<file path="config.mk">
export PLATFORM = sky130hd
export DESIGN_NAME = srff_upcount
export DESIGN_NICKNAME = d
export VERILOG_FILES = /design/src/rtl/srff_upcount.sv
export SDC_FILE = /design/constraint.sdc
export NUM_CORES = 1
export LEC_CHECK = 0
export CAP_MARGIN = 20
export CORE_AREA = 2 2 39 41
export CTS_CLUSTER_SIZE = 28
export DETAILED_ROUTE_END_ITERATION = 12
export DIE_AREA = 0 0 41 43
export PLACE_DENSITY = 0.57
export SETUP_SLACK_MARGIN = 0.4
export SKIP_LAST_GASP = 1
export SYNTH_ARGS = -nofsm -noshare
export SYNTH_HDL_FRONTEND = slang
export SYNTH_SLANG_ARGS = --single-unit
</file>
<file path="constraint.sdc">
create_clock -name clk -period 1.65 [get_ports clk]
set_input_delay 0.33 -clock clk [delete_from_list [all_inputs] [get_ports clk]]
set_output_delay 0.33 -clock clk [all_outputs]
set_load 0.01 [all_outputs]
</file>
<file path="src/rtl/srff_upcount.sv">
// srff_upcount: synchronous modulo-MODULUS up counter built from one SR flip-flop per bit.
// Define SRFF_UPCOUNT_SAT_EN for saturating mode (holds at MODULUS-1, wrap tied low).
module srff_upcount #(
  parameter int unsigned WIDTH   = 3,
  parameter int unsigned MODULUS = 8
) (
  input  logic             clk,
  input  logic             rst,
  input  logic             en,
  input  logic             load,
  input  logic [WIDTH-1:0] din,
  output logic [WIDTH-1:0] count,
  output logic             tc,
  output logic             wrap
);

  localparam logic [WIDTH-1:0] LAST = WIDTH'(MODULUS - 1);

  logic [WIDTH-1:0] q;
  logic [WIDTH-1:0] s;
  logic [WIDTH-1:0] r;
  logic [WIDTH-1:0] t;
  logic [WIDTH-1:0] ld_val;
  logic             at_last;
  logic             over;
  logic             carry;

  // Range guards only exist when the code space is not fully used.
  if (MODULUS < (2 ** WIDTH)) begin : g_partial
    assign over   = (q > LAST);
    assign ld_val = (din > LAST) ? '0 : din;
  end else begin : g_full
    assign over   = 1'b0;
    assign ld_val = din;
  end

  assign at_last = (q == LAST);

  // Ripple-carry toggle chain: bit i toggles when en and all lower bits are set.
  always_comb begin
    t     = '0;
    carry = en;
    for (int i = 0; i < WIDTH; i++) begin
      t[i]  = carry;
      carry = carry & q[i];
    end
  end

  // S/R excitation with priority reset > load > en > hold; S and R are exclusive per bit.
  always_comb begin
    s = '0;
    r = '0;
    if (!rst) begin
      r = q;
    end else if (load) begin
      s = ld_val & ~q;
      r = ~ld_val & q;
    end else if (en) begin
      if (over) begin
        r = q;
      end else if (at_last) begin
`ifdef SRFF_UPCOUNT_SAT_EN
        s = '0;
        r = '0;
`else
        r = q;
`endif
      end else begin
        s = t & ~q;
        r = t & q;
      end
    end
  end

  // One SR flip-flop cell per count bit.
  for (genvar i = 0; i < WIDTH; i++) begin : g_srff
    always_ff @(posedge clk) begin
      case ({s[i], r[i]})
        2'b10:   q[i] <= 1'b1;
        2'b01:   q[i] <= 1'b0;
        default: q[i] <= q[i];
      endcase
    end

    a_sr_excl: assert property (@(posedge clk) !(s[i] && r[i]));
  end

  assign count = q;
  assign tc    = en & at_last;

`ifdef SRFF_UPCOUNT_SAT_EN
  assign wrap = 1'b0;
`else
  // Pulse for the cycle after an increment rolls MODULUS-1 over to 0.
  always_ff @(posedge clk) begin
    if (!rst) begin
      wrap <= 1'b0;
    end else begin
      wrap <= !load && en && at_last;
    end
  end
`endif

endmodule
</file>
==> run summary, run 1 <==
Status: complete, no violations
Max Slew Vio Count: 0
DR pass1 iterations: 3
CP Max Fanout: 7
CTS H-tree depth: 1
Gr usage total: 0.09366
Post-synthesis async set-or-reset flop share: 0
Clk sink count: 4
Die height: 43 um
Vias in the first global route: 309
DR DRC count: 0
Mapped Avg Cell Area: 8.272 um^2
Layout Nets: 68
Design area: 510.5 um^2
RSZ-0062 raised after global routing: yes
Synth warnings: 0
Layout area overhead: 71.43%
Post-synth top cells: 9 x inv_1, 4 x nand3_1, 3 x edfxtp_1, 3 x ha_1, 3 x nand2_1
Die span in x: 41 um
Layout cells sized above 1: 0.2982
CTS Hold Bufs: 0
CP Class: flip-flop to flip-flop
First-pass GRT wire length: 1.083 mm
Area after DPL: 450.4 um^2
Metal3 WL: 56 um
Post-Syn Nets: 46
Worst EP required: 1.61 ns
Via density: 4.384
DR WL/cell: 9.219 um
CTS root buf: clkbuf_4
Synth Instances: 36
Clock Path Buffers: 2
Final hold vios: 0
Clk slew on worst S/H paths: 0.04 ns
Initial DRC count: 3
Area leader, netlist: edfxtp_1
Maximum vdd drop: 465.2 uV
Worst-Margin Slew: 0.2496 ns
Startpoint Class: flip-flop
Initial antenna violation count: 0
GRT Residual Overflow: 0
Sequential-to-total area share from yosys stat: 0.3697
Place WS: -0.3281 ns
Final Critical Period: 1.436 ns
Top-count cell post-synth: inv_1
CTS tree: yes
DRT met1 WL: 261 um
Number of buffers added on ports: 11
Core area: 1384 um^2
CTS Buf Count: 3
Primary FF master, synth: edfxtp_1
Final Cycle Share: 0.8702
Top sig layer: met3
Placed insts: 66
Synth top area share: 0.3025
Largest net degree at the start of global routing: 8
IO Count: 12
Fmax: 696.5 MHz
Hpwl dp: 509.6 um
Yosys cell types: 15
Antenna Violating Nets Remaining: 0
Detailed-route wire length: 673 um
Cell Rows: 14
Setup violations, final: 0
Via count: 320
Skew-Pair Late Insertion Delay: 0.24 ns
Metal2 WL: 355 um
Clock skew: 0.002167 ns
Non-filler instance count after layout: 73
Setup crit end kind: flip-flop
Register bit total from synthesis: 4
Relative slew margins: 0.8336
HP Class: primary input to flip-flop
Die footprint: 1763 um^2
Ant diodes: 0
RD Place Congestion: 0.7142
Final worst slack: 0.2142 ns
Synth top area cells: edfxtp_1 30%, ha_1 13%, inv_1 11%
Initial Util: 0.2152
Syn Std Cell Area: 297.8 um^2
Max-cap violation count: 0
Power per cell area: 881.4 nW/um^2
Crit path DAT: 1.39 ns
Leak: 0.2486 nW
Post-synth EDFFs: 3
power breakdown:
group | internal [W] | total [W] | leakage, nW | switching (W)
Combinational | 0.0000985 | 0.000176 | 0.198 | 0.0000770
Sequential | 0.000130 | 0.000140 | 0.0360 | 0.00000912
Clock | 0.0000910 | 0.000135 | 0.0150 | 0.0000439
per-layer routing:
metal	vias to the layer above	GRT usage
li1	164	-
met1	146	0.08766
met2	10	0.1594
met3	0	0.06283
met4	0	0.02000
met5	-	0
registers in the layout, indices dropped and copies added, names as in the netlist:
register / cells
count: 3
wrap: 1
cell type report:
class | instances | area [um^2]
Sequential cell | 4 | 110.1
Clock buffer | 4 | 26.28
Timing Repair Buffer | 17 | 156.4
Inverter | 9 | 33.78
Fill cell | 143 | 873.3
Multi-Input combinational cell | 23 | 163.9
Tap cell | 16 | 20.02
cells in the final DEF, fill, tap and decap left out, drive strengths merged, types with 2 or more instances in the layout:
cell           n
clkdlybuf4s50  2
nand3          4
inv            9
ha             3
nor2           2
a31oi          2
nand2b         2
nand2          3
edfxtp         3
buf            9
dlygate4sd2    3
o21ai          2
clkbuf         6
through the flow:
step	utilization	total power, W	hold WS (ns)	setup TNS [ns]
floorplan	-	0.0002098	0.4438	0
global placement	0.3255	0.0002876	0.5606	-1.339
detailed placement	0.3255	0.0002884	0.5687	-1.336
CTS	0.3553	0.0004327	0.5627	0
global route	0.3689	0.0004857	0.5596	0
finish	0.3689	0.0004499	0.5189	0
worst max-delay path: stages, from the launching register on:
cell and delay, ns:
edfxtp_1 0.40, buf_6 0.15, a32o_1 0.25, nand3_1 0.08, ha_1 0.22, inv_1 0.06
logic make-up after synthesis:
family	after synthesis	share of synthesized area
adders and majority gates	3	0.1261
and+or+nand+nor	13	0.2269
DFF	4	0.3698
AOI/OAI and AO/OA	7	0.1639
buffers and inverters	9	0.1134
worst paths after layout:
check | startpoint | to | slack, ns | cells after the start
max | count[0]$_DFFE_PP_ | count[2]$_DFFE_PP_ | 0.21 | 5
min | load | wrap$_SDFF_PN0_ | 0.52 | 5
max reg2reg | count[0]$_DFFE_PP_ | count[2]$_DFFE_PP_ | 0.21 | 5
min reg2reg | count[0]$_DFFE_PP_ | wrap$_SDFF_PN0_ | 0.59 | 2
timing repair:
action | in CTS | in global routing
buffers inserted | 2 | 1
pin swaps | 6 | 4
setup endpoints to repair | 11 | 10
gates resized for setup | 19 | 15
Note: power is estimated with default switching activity, not from simulation.
==> inputs of run 2 (changes only) <==
CAP_MARGIN = unset   (was 20)
MAX_ROUTING_LAYER = met4   (was unset)
==> results of run 2 <==
Same layout as run 1: the final DEF is identical, and so are final timing and power.
Among the figures that moved: final weighted congestion in routability-driven placement 0.7142 -> 0.7223; overall routing resource usage 0.09366 -> 0.09598
==> inputs of run 3 (changes only) <==
CTS_CLUSTER_SIZE = 16   (was 28)
==> results of run 3 <==
Same layout as run 1: the final DEF is identical, and so are final timing and power.
Among the figures that moved: final weighted congestion in routability-driven placement 0.7142 -> 0.7223; overall routing resource usage 0.09366 -> 0.09598
